**src/rtl/pe_arr_feeder_if.sv**
```systemverilog
// Bundle between the tile controller / K-slice source and pe_arr_feeder.
// It carries the tile start, the valid/ready beat stream and the skewed array-edge lanes.
interface pe_arr_feeder_if #(
    parameter int ROWS = 8,
    parameter int COLS = 8,
    parameter int KMAX = 256
);
    localparam int KW = $clog2(KMAX + 1);

    logic                 start;
    logic [KW-1:0]        k_len;
    logic                 s_valid;
    logic                 s_ready;
    logic [COLS-1:0][7:0] s_w;
    logic [ROWS-1:0][7:0] s_a;
    logic [COLS-1:0][7:0] out_w;
    logic [ROWS-1:0][7:0] out_a;
    logic                 fire;
    logic                 busy;
    logic                 done;

    modport master (
        output start, k_len, s_valid, s_w, s_a,
        input  s_ready, out_w, out_a, fire, busy, done
    );

    modport slave (
        input  start, k_len, s_valid, s_w, s_a,
        output s_ready, out_w, out_a, fire, busy, done
    );
endinterface

```
**src/rtl/pe_arr_feeder.sv**
```systemverilog
// pe_arr_feeder: accepts K-slices over valid/ready and skews them onto the PE_ARR edges.
// Build macro FEEDER_STALL_CNT_EN adds a saturating 16-bit stall_cnt output.
module pe_arr_feeder #(
    parameter int ROWS = 8,
    parameter int COLS = 8,
    parameter int KMAX = 256
) (
    input  logic           clk,
    input  logic           rst,
`ifdef FEEDER_STALL_CNT_EN
    output logic [15:0]    stall_cnt,
`endif
    pe_arr_feeder_if.slave bus
);
    localparam int KW = $clog2(KMAX + 1);
    localparam int D  = ((ROWS > COLS) ? ROWS : COLS) - 1;
    localparam int FW = $clog2(D + 2);

    typedef enum logic [1:0] {IDLE, STREAM, FLUSH, DONE} state_e;

    state_e        state_q, state_d;
    logic [KW-1:0] k_len_q, k_len_d;
    logic [KW-1:0] beat_cnt_q, beat_cnt_d;
    logic [FW-1:0] flush_cnt_q, flush_cnt_d;
    logic          fire_q, fire_d;
    logic          accept;

    assign accept = (state_q == STREAM) && bus.s_valid;

    always_comb begin
        state_d     = state_q;
        k_len_d     = k_len_q;
        beat_cnt_d  = beat_cnt_q;
        flush_cnt_d = flush_cnt_q;
        fire_d      = 1'b0;
        case (state_q)
            IDLE: begin
                if (bus.start) begin
                    k_len_d    = bus.k_len;
                    beat_cnt_d = '0;
                    state_d    = (bus.k_len == '0) ? DONE : STREAM;
                end
            end
            STREAM: begin
                if (accept) begin
                    fire_d     = (beat_cnt_q == '0);
                    beat_cnt_d = beat_cnt_q + KW'(1);
                    if (beat_cnt_q == k_len_q - KW'(1)) begin
                        state_d     = FLUSH;
                        flush_cnt_d = '0;
                    end
                end
            end
            // The last beat needs D more cycles to reach the deepest lane.
            FLUSH: begin
                flush_cnt_d = flush_cnt_q + FW'(1);
                if (flush_cnt_q == FW'(D)) begin
                    state_d = DONE;
                end
            end
            DONE:    state_d = IDLE;
            default: state_d = IDLE;
        endcase
    end

    always_ff @(posedge clk) begin
        if (rst) begin
            state_q     <= IDLE;
            k_len_q     <= '0;
            beat_cnt_q  <= '0;
            flush_cnt_q <= '0;
            fire_q      <= 1'b0;
        end else begin
            state_q     <= state_d;
            k_len_q     <= k_len_d;
            beat_cnt_q  <= beat_cnt_d;
            flush_cnt_q <= flush_cnt_d;
            fire_q      <= fire_d;
        end
    end

    assign bus.s_ready = (state_q == STREAM);
    assign bus.busy    = (state_q != IDLE);
    assign bus.done    = (state_q == DONE);
    assign bus.fire    = fire_q;

`ifdef FEEDER_STALL_CNT_EN
    logic [15:0] stall_cnt_q, stall_cnt_d;

    always_comb begin
        stall_cnt_d = stall_cnt_q;
        if ((state_q == IDLE) && bus.start) begin
            stall_cnt_d = '0;
        end else if ((state_q == STREAM) && !bus.s_valid && (stall_cnt_q != 16'hFFFF)) begin
            stall_cnt_d = stall_cnt_q + 16'd1;
        end
    end

    always_ff @(posedge clk) begin
        if (rst) begin
            stall_cnt_q <= '0;
        end else begin
            stall_cnt_q <= stall_cnt_d;
        end
    end

    assign stall_cnt = stall_cnt_q;
`endif

    // Bubbles and flush cycles push zero slices so the MACs see no contribution.
    logic [COLS-1:0][7:0] slice_w;
    logic [ROWS-1:0][7:0] slice_a;
    logic [7:0]           lane_w [COLS];
    logic [7:0]           lane_a [ROWS];

    assign slice_w = accept ? bus.s_w : '0;
    assign slice_a = accept ? bus.s_a : '0;

    for (genvar j = 0; j < COLS; j++) begin : g_w_lane
        logic [7:0] chain_q [j+1];
        logic [7:0] chain_d [j+1];

        always_comb begin
            chain_d[0] = slice_w[j];
            for (int k = 1; k <= j; k++) begin
                chain_d[k] = chain_q[k-1];
            end
        end

        always_ff @(posedge clk) begin
            if (rst) begin
                for (int k = 0; k <= j; k++) begin
                    chain_q[k] <= '0;
                end
            end else begin
                chain_q <= chain_d;
            end
        end

        assign lane_w[j] = chain_q[j];
    end

    for (genvar i = 0; i < ROWS; i++) begin : g_a_lane
        logic [7:0] chain_q [i+1];
        logic [7:0] chain_d [i+1];

        always_comb begin
            chain_d[0] = slice_a[i];
            for (int k = 1; k <= i; k++) begin
                chain_d[k] = chain_q[k-1];
            end
        end

        always_ff @(posedge clk) begin
            if (rst) begin
                for (int k = 0; k <= i; k++) begin
                    chain_q[k] <= '0;
                end
            end else begin
                chain_q <= chain_d;
            end
        end

        assign lane_a[i] = chain_q[i];
    end

    always_comb begin
        bus.out_w = '0;
        bus.out_a = '0;
        for (int j = 0; j < COLS; j++) begin
            bus.out_w[j] = lane_w[j];
        end
        for (int i = 0; i < ROWS; i++) begin
            bus.out_a[i] = lane_a[i];
        end
    end
endmodule

```
**src/flat_wrapper.sv**
```systemverilog
// flat-port wrapper written by rule: the top's interface ports become plain ports
module pe_arr_feeder_flat 
#(
    parameter int ROWS = 8,
    parameter int COLS = 8,
    parameter int KMAX = 256
)
  (clk, rst, bus_start, bus_k_len, bus_s_valid, bus_s_w, bus_s_a, bus_s_ready, bus_out_w, bus_out_a, bus_fire, bus_busy, bus_done);
  pe_arr_feeder_if #(.ROWS(ROWS), .COLS(COLS), .KMAX(KMAX)) bus_i ();
  input  logic clk;
  input  logic rst;
  input wire logic [$bits(bus_i.start)-1:0] bus_start;
  input wire logic [$bits(bus_i.k_len)-1:0] bus_k_len;
  input wire logic [$bits(bus_i.s_valid)-1:0] bus_s_valid;
  input wire logic [$bits(bus_i.s_w)-1:0] bus_s_w;
  input wire logic [$bits(bus_i.s_a)-1:0] bus_s_a;
  output wire logic [$bits(bus_i.s_ready)-1:0] bus_s_ready;
  output wire logic [$bits(bus_i.out_w)-1:0] bus_out_w;
  output wire logic [$bits(bus_i.out_a)-1:0] bus_out_a;
  output wire logic [$bits(bus_i.fire)-1:0] bus_fire;
  output wire logic [$bits(bus_i.busy)-1:0] bus_busy;
  output wire logic [$bits(bus_i.done)-1:0] bus_done;
  assign bus_i.start = bus_start;
  assign bus_i.k_len = bus_k_len;
  assign bus_i.s_valid = bus_s_valid;
  assign bus_i.s_w = bus_s_w;
  assign bus_i.s_a = bus_s_a;
  assign bus_s_ready = bus_i.s_ready;
  assign bus_out_w = bus_i.out_w;
  assign bus_out_a = bus_i.out_a;
  assign bus_fire = bus_i.fire;
  assign bus_busy = bus_i.busy;
  assign bus_done = bus_i.done;
  pe_arr_feeder #(.ROWS(ROWS), .COLS(COLS), .KMAX(KMAX)) u_core (.clk(clk), .rst(rst), .bus(bus_i));
endmodule
```
**config.mk**
```make
export PLATFORM = sky130hd
export DESIGN_NAME = pe_arr_feeder_flat
export DESIGN_NICKNAME = d
export VERILOG_FILES = /design/src/rtl/pe_arr_feeder_if.sv /design/src/rtl/pe_arr_feeder.sv /design/src/flat_wrapper.sv
export SDC_FILE = /design/constraint.sdc
export NUM_CORES = 1
export LEC_CHECK = 0
export ABC_CLOCK_PERIOD_IN_PS = 5100
export BUFFER_PORTS_ARGS = -buffer_cell sky130_fd_sc_hd__buf_2
export CORE_UTILIZATION = 55
export DETAILED_ROUTE_END_ITERATION = 8
export PLACE_DENSITY = 0.79
export SLEW_MARGIN = 40
export SYNTH_ARGS = -nofsm -noshare
export SYNTH_HDL_FRONTEND = slang
export SYNTH_SLANG_ARGS = --single-unit
```
**constraint.sdc**
```tcl
create_clock -name clk -period 5.1 [get_ports clk]
set_clock_uncertainty 0.05 [all_clocks]
set_input_delay 0.765 -clock clk [delete_from_list [all_inputs] [get_ports clk]]
set_output_delay 0.765 -clock clk [all_outputs]
set_load 0.005 [all_outputs]
```
==> impl_metrics.py, run 1 <==
metrics = {
    "status": {
        "status": "completed",
    },
    "layout": {
        "final_area_sq_mm": 0.0205,
        "nets": 1823,
        "area_growth_pct": 21.0,
        "final_common_cell": "dfxtp_1",
        "final_cell_mix": "dfxtp_1, nor2b_1, buf_2, and2_1, clkbuf_16",
        "drive_gt1_share_pct": 21.7,
    },
    "pwr": {
        "p_total_mw": 9.54,
        "cellLeakagePower_nw": 8.87,
        "vdd_drop_max_v": 0.000297,
        "p_per_area_mw_per_mm2": 465,
    },
    "place": {
        "dp_slack_ns": 2.64,
        "io_buffers": 272,
        "gp_congestion": 0.805,
        "place_area_sq_mm": 0.0186,
        "dp_hpwl_microns": 16800,
    },
    "die": {
        "die_x_microns": 178,
        "rows": 63,
        "boundaryPins": 273,
        "dieArea_sq_mm": 0.0316,
        "initial_utilization_pct": 56.5,
        "core-area_sq_mm": 0.0300,
        "fp.dieH_microns": 178,
    },
    "drt": {
        "final_antenna_net_count": 0,
        "first_pass_iters": 4,
        "top_layer_used": "met4",
        "drtIter0Drc": 489,
        "wire_per_inst_microns": 12.6,
        "post-route-drc-count": 0,
        "num_vias": 9385,
        "via_per_inst": 4.43,
        "finalWirelength_microns": 26600,
        "wl_met3_microns": 1450,
        "wl_met2_microns": 12800,
        "wl_met1_microns": 11500,
    },
    "global_routing": {
        "grt_max_degree": 216,
        "grt_pass1_vias": 8726,
        "grt_pass1_wl_microns": 41600,
        "grt_use_total_pct": 16.6,
        "grt.overflow.total": 0,
        "antenna_found_initial": 9,
    },
    "synth": {
        "avgSynthCellArea_sq_um": 12.0,
        "async_flop_share_pct": 0,
        "synth.mux.area_fraction_pct": 0.243,
        "synth-xor-area-share_pct": 0.767,
        "synth_edf_count": 0,
        "ys_ff_latch": 601,
        "synth_top_family_by_area": "simple AND/OR/NAND/NOR gates",
        "synth_nets": 1561,
        "syn_inst": 1412,
        "synthAdderAreaFrac_pct": 0.590,
        "netlist-cell-type-count": 50,
        "ys.flop_type": "dfxtp_1",
        "yosysWarnings": 0,
        "synth_compound_area_share_pct": 1.48,
        "synth-simple-area-share_pct": 23.9,
        "ys_seq_area_share_pct": 70.9,
        "synth_area_sq_mm": 0.0170,
    },
    "sta": {
        "rsz0062_at_grt": "false",
        "drv_slew": 0,
        "worstMarginPinSlew_ns": 0.788,
        "layout_setup_ws_ns": 2.58,
        "finalCriticalPeriod_ns": 2.52,
        "setup-tns-final_ns": 0,
        "min_period_over_period_pct": 49.3,
        "relSlewSlack_pct": 47.5,
        "fmax_mhz": 397,
        "hold_viol_final": 0,
        "setup-violations-final": 0,
    },
    "clock_network": {
        "cts_root_buf": "clkbuf_16",
        "cts.sinks": 601,
        "htree_levels": 2,
        "clkTransAtPathRegs_ns": 0.06,
        "ctsResizeCount": 0,
        "cts_setup_buffers": 0,
        "hold_buffers": 0,
        "clock_latency_ns": 0.55,
        "clk_path_buf_depth": 3,
        "cts_tree": "done",
        "numCtsBuffers": 54,
    },
    "critical_path": {
        "reg2regPathDepth": 7,
        "r2r_start": "u_core.k_len_q[0]",
        "crit_chain": "inv_1 > ha_1 > nand2b_1 > a311oi_1 > a2bb2oi_1 > nand4_1 > a221oi_1",
        "worstPathRequired_ns": 5.48,
        "r2r-end": "u_core.state_q[1]",
        "cp-end-kind": "flip-flop",
        "rrSetupSlack_ns": 2.58,
        "path_class": "reg -> reg",
        "worstPathMaxFanout": 8,
        "cp-start-kind": "flip-flop",
        "max_stage_delay_ns": 0.51,
        "crit_start": "u_core.k_len_q[0]",
        "endpoint": "u_core.state_q[1]",
        "slowest_stage": "dfxtp_1",
        "worstPathArrival_ns": 2.89,
    },
    "min_path": {
        "min_path_type": "in -> reg",
        "whs_path_depth": 2,
        "hold_start": "bus_s_a[35]",
    },
    "flow_run": {
        "drv_cap": 0,
    },
}
## synthesized netlist by cell type, types with 3 or more instances
library cell	number	share of area, %
nor3_1	6	0.18
mux2i_1	3	0.18
ha_1	8	0.59
dfxtp_1	601	71
xor2_1	8	0.41
nand2_1	28	0.62
and2_1	128	4.7
xnor2_1	5	0.26
or3_1	4	0.15
inv_1	13	0.29
a21oi_1	14	0.41
nand3_1	6	0.18
nor4_1	3	0.11
nand2b_1	4	0.15
nor2b_1	449	17
nand4_1	9	0.33
clkbuf_1	65	1.4
o21ai_0	7	0.21
nor2_1	14	0.31
## routing by layer
layer  vias to the layer above  global-route usage [%]
li1                       4871                       -
met1                      4218                    20.4
met2                       233                    27.3
met3                        63                    3.81
met4                         0                    8.23
met5                         -                       0
## power by group
part | internal [mW] | switching, mW
sequential | 4.84 | 0.0553
clock | 2.50 | 1.60
combinational | 0.253 | 0.299
## worst max-delay path: cells and delay by family (launching register included)
family | cells | cell delay [ns]
buffers and inverters | 1 | 0.08
AND/OR/NAND/NOR | 2 | 0.41
flip-flops | 1 | 0.51
AO/OA/AOI/OAI | 3 | 1.06
adder cells (fa/ha/maj) | 1 | 0.29
## flip-flops by register name, summed over array words and instances, names as in the netlist
| register | cells |
|---|---|
| u_core.beat_cnt_q | 9 |
| u_core.bus.fire | 1 |
| u_core.bus.out_a | 56 |
| u_core.bus.out_w | 56 |
| u_core.flush_cnt_q | 4 |
| u_core.g_a_lane.chain_d | 224 |
| u_core.g_a_lane.chain_q | 8 |
| u_core.g_w_lane.chain_d | 224 |
| u_core.g_w_lane.chain_q | 8 |
| u_core.k_len_q | 9 |
| u_core.state_q | 2 |
## kinds of logic after synthesis
| group | count (synthesis) |
|---|---|
| multiplexers | 4 |
| adder cells (fa/ha/maj) | 8 |
| buffers and inverters | 86 |
| AO/OA/AOI/OAI | 37 |
| XOR/XNOR | 14 |
| flip-flops | 601 |
| AND/OR/NAND/NOR | 662 |
## cell type report
class / instances / area, sq um
multi-input cells: 725 / 4580
repair buffers: 279 / 1500
inverters: 13 / 48.8
well taps: 390 / 488
flip-flops and latches: 601 / 12000
diodes: 10 / 25.0
clock inverters: 15 / 269
clock buffers: 84 / 1590
fillers: 2192 / 9490
## worst min-delay path by stage
stage / endpoint / slack [ns]
6_report: u_core.g_a_lane[4].chain_d[27] / 0.35
5_1_grt: u_core.g_a_lane[6].chain_d[41] / 0.34
4_1_cts: u_core.g_a_lane[6].chain_d[44] / 0.33
3_5_place_dp: u_core.bus.out_a[27] / 0.37
3_3_place_gp: u_core.g_a_lane[5].chain_d[11] / 0.37
2_1_floorplan: u_core.bus.out_a[10] / 0.36
## through the flow
stage	utilization, %	std cells	hold WS [ns]
finish	68.4	2117	0.355
global route	68.4	2114	0.335
CTS	68.2	2106	0.333
detailed placement	62.0	2007	0.370
global placement	61.9	2005	0.366
floorplan	-	1412	0.364
Power figures use the tool's default switching activity.
==> run 2: changes to the inputs <==
--- a/config.mk
+++ b/config.mk
@@ -5,7 +5,8 @@
 export SDC_FILE = /design/constraint.sdc
 export NUM_CORES = 1
 export LEC_CHECK = 0
-export ABC_CLOCK_PERIOD_IN_PS = 5100
+export ABC_AREA = 1
+export ABC_CLOCK_PERIOD_IN_PS = 2600
 export BUFFER_PORTS_ARGS = -buffer_cell sky130_fd_sc_hd__buf_2
 export CORE_UTILIZATION = 55
 export DETAILED_ROUTE_END_ITERATION = 8
==> constraint.sdc (replaced) <==
create_clock -name clk -period 2.6 [get_ports clk]
set_clock_uncertainty 0.05 [all_clocks]
set_input_delay 0.39 -clock clk [delete_from_list [all_inputs] [get_ports clk]]
set_output_delay 0.39 -clock clk [all_outputs]
set_load 0.005 [all_outputs]
==> impl_metrics.py, run 2 <==
metrics = {
    "status": {
        "status": "completed",
    },
    "sta": {
        "hold_viol_final": 0,
        "setup-violations-final": 0,
        "rsz0062_at_grt": "false",
        "relSlewSlack_pct": 48.1,
        "finalCriticalPeriod_ns": 2.14,
        "worstMarginPinSlew_ns": 0.778,
        "fmax_mhz": 468,
        "min_period_over_period_pct": 82.1,
        "drv_slew": 0,
        "setup-tns-final_ns": 0,
    },
    "clock_network": {
        "clk_path_buf_depth": 3,
        "numCtsBuffers": 55,
        "cts_tree": "done",
        "htree_levels": 2,
        "cts.sinks": 601,
        "cts_root_buf": "clkbuf_16",
        "clock_latency_ns": 0.56,
        "clkTransAtPathRegs_ns": 0.07,
    },
    "critical_path": {
        "cp-end-kind": "flip-flop",
        "path_class": "reg -> reg",
        "r2r_start": "u_core.state_q[1]",
        "rrSetupSlack_ns": 0.46,
        "worstPathRequired_ns": 3.00,
        "cp-start-kind": "flip-flop",
        "r2r-end": "u_core.beat_cnt_q[8]",
        "worstPathArrival_ns": 2.54,
        "worstPathMaxFanout": 17,
        "reg2regPathDepth": 12,
        "crit_start": "u_core.state_q[1]",
    },
    "die": {
        "core-area_sq_mm": 0.0316,
        "boundaryPins": 273,
        "dieArea_sq_mm": 0.0329,
        "rows": 65,
        "fp.dieH_microns": 181,
        "die_x_microns": 181,
        "initial_utilization_pct": 55.9,
    },
    "layout": {
        "stdcell_count": 2846,
        "final_common_cell": "dfxtp_1",
        "drive_gt1_share_pct": 16.0,
        "area_growth_pct": 25.8,
        "final_area_sq_mm": 0.0223,
        "fin_util_pct": 70.4,
        "nets": 2553,
        "final_cell_mix": "dfxtp_1, nor2_1, inv_1, buf_2, dlygate4sd3_1",
        "n_antenna_cell": 0,
    },
    "synth": {
        "synth_top_area_share_pct": 68.0,
        "yosysMostFrequentCell": "dfxtp_1",
        "ys_seq_area_share_pct": 68.0,
        "synth_common_cells": "dfxtp_1, inv_1, nor2_1, clkbuf_1, nand2_1",
        "synth_area_leader_cell": "dfxtp_1",
        "ys.flop_type": "dfxtp_1",
        "netlist-cell-type-count": 32,
        "synthTopCellsByArea": "dfxtp_1, inv_1, nor2_1",
        "async_flop_share_pct": 0,
        "syn_inst": 2024,
        "yosysWarnings": 0,
        "synth_nets": 2173,
        "synth_area_sq_mm": 0.0177,
        "avgSynthCellArea_sq_um": 8.74,
        "synth_edf_count": 0,
        "ys_ff_latch": 601,
    },
    "pwr": {
        "cellLeakagePower_nw": 10.1,
        "p_per_area_mw_per_mm2": 847,
        "vdd_drop_max_v": 0.000693,
    },
    "drt": {
        "wire_per_inst_microns": 11.5,
        "num_vias": 12100,
        "final_antenna_net_count": 0,
        "first_pass_iters": 4,
        "post-route-drc-count": 0,
        "finalWirelength_microns": 32800,
        "via_per_inst": 4.26,
        "drtIter0Drc": 579,
    },
    "global_routing": {
        "antenna_found_initial": 0,
        "grt_use_total_pct": 20.1,
        "grt_pass1_vias": 12100,
        "grt.overflow.total": 0,
        "grt_pass1_wl_microns": 54200,
        "grt_max_degree": 193,
    },
    "min_path": {
        "hold_start": "bus_s_w[61]",
        "whs_path_depth": 3,
        "min_to": "u_core.g_w_lane[7].chain_d[53]",
        "min_path_type": "in -> reg",
    },
    "flow_run": {
        "drv_cap": 0,
    },
    "place": {
        "dp_hpwl_microns": 18400,
        "place_area_sq_mm": 0.0194,
        "dp_cells": 2635,
        "gp_congestion": 0.861,
        "io_buffers": 272,
    },
}
-- run 2: cell count changes after synthesis, sizes merged, moves of 6 or more --
cell,before,now
clkbuf,69,61
o21ai,8,16
nand3,6,20
inv,13,604
and2,129,0
nand2,28,61
xor2,9,3
nor2,14,603
nor2b,449,0
nand4,9,2
-- run 2: worst max-delay path, stage by stage (launching register included) --
cell and delay, ns:
dfxtp_1 0.34, inv_1 0.11, ha_1 0.30, nand2_2 0.23, nand2_2 0.15, nand2_4 0.08, nor3_4 0.17, nand3_2 0.10
inv_2 0.08, nand3_2 0.08, nor2_2 0.12, a21oi_1 0.08, o21a_1 0.13
-- run 2: power by group --
part / internal [mW] / switching, mW
Sequential: 9.51 / 0.138
Combinational: 0.608 / 0.973
Clock: 4.38 / 3.25
Total: 14.5 / 4.36
-- run 2: cell type report --
cell class / count / area, sq um
clock buffers: 77 / 1560
clock inverters: 20 / 178
fillers: 2208 / 9370
inverters: 604 / 2270
multi-input cells: 751 / 3150
flip-flops and latches: 601 / 12000
well taps: 402 / 503
repair buffers: 391 / 2580
-- run 2: routing by layer --
layer  share of wire [%]  wire length (microns)  track usage [%]
met4                 4.3                   1410             10.2
met5                   0                      0                0
met3                 4.1                   1350             3.67
met2                  51                  16800             37.6
met1                  41                  13300             21.7
-- run 2: logic make-up after synthesis --
logic type               synth area share, %
AO/OA/AOI/OAI                           1.24
adder cells (fa/ha/maj)                0.566
AND/OR/NAND/NOR                         15.7
buffers and inverters                   14.3
flip-flops                              68.0
XOR/XNOR                               0.247
-- run 2: stage by stage --
stage	hold WS, ns	power [mW]	worst slack (ns)
after floorplan	0.338	10.8	0.836
after global placement	0.338	11.2	0.669
after detailed placement	0.342	11.3	0.540
after CTS	0.000988	19.0	0.506
after global routing	0.00817	19.7	0.264
final	0.0225	18.9	0.465
-- run 2: worst max-delay path by stage --
stage                           endpoint  slack (ns)  depth (start not counted)
floorplan           u_core.beat_cnt_q[8]        0.84                         13
global placement    u_core.beat_cnt_q[8]        0.67                         12
detailed placement  u_core.beat_cnt_q[8]        0.54                         12
CTS                 u_core.beat_cnt_q[8]        0.51                         12
global route        u_core.beat_cnt_q[8]        0.26                         12
finish              u_core.beat_cnt_q[8]        0.46                         12
-- run 2: what timing repair did --
item / in CTS / in global routing
setup buffers: 0 / 0
gates resized for setup: 0 / 0
hold buffers: 114 / 0
hold endpoints to repair: 115 / 0
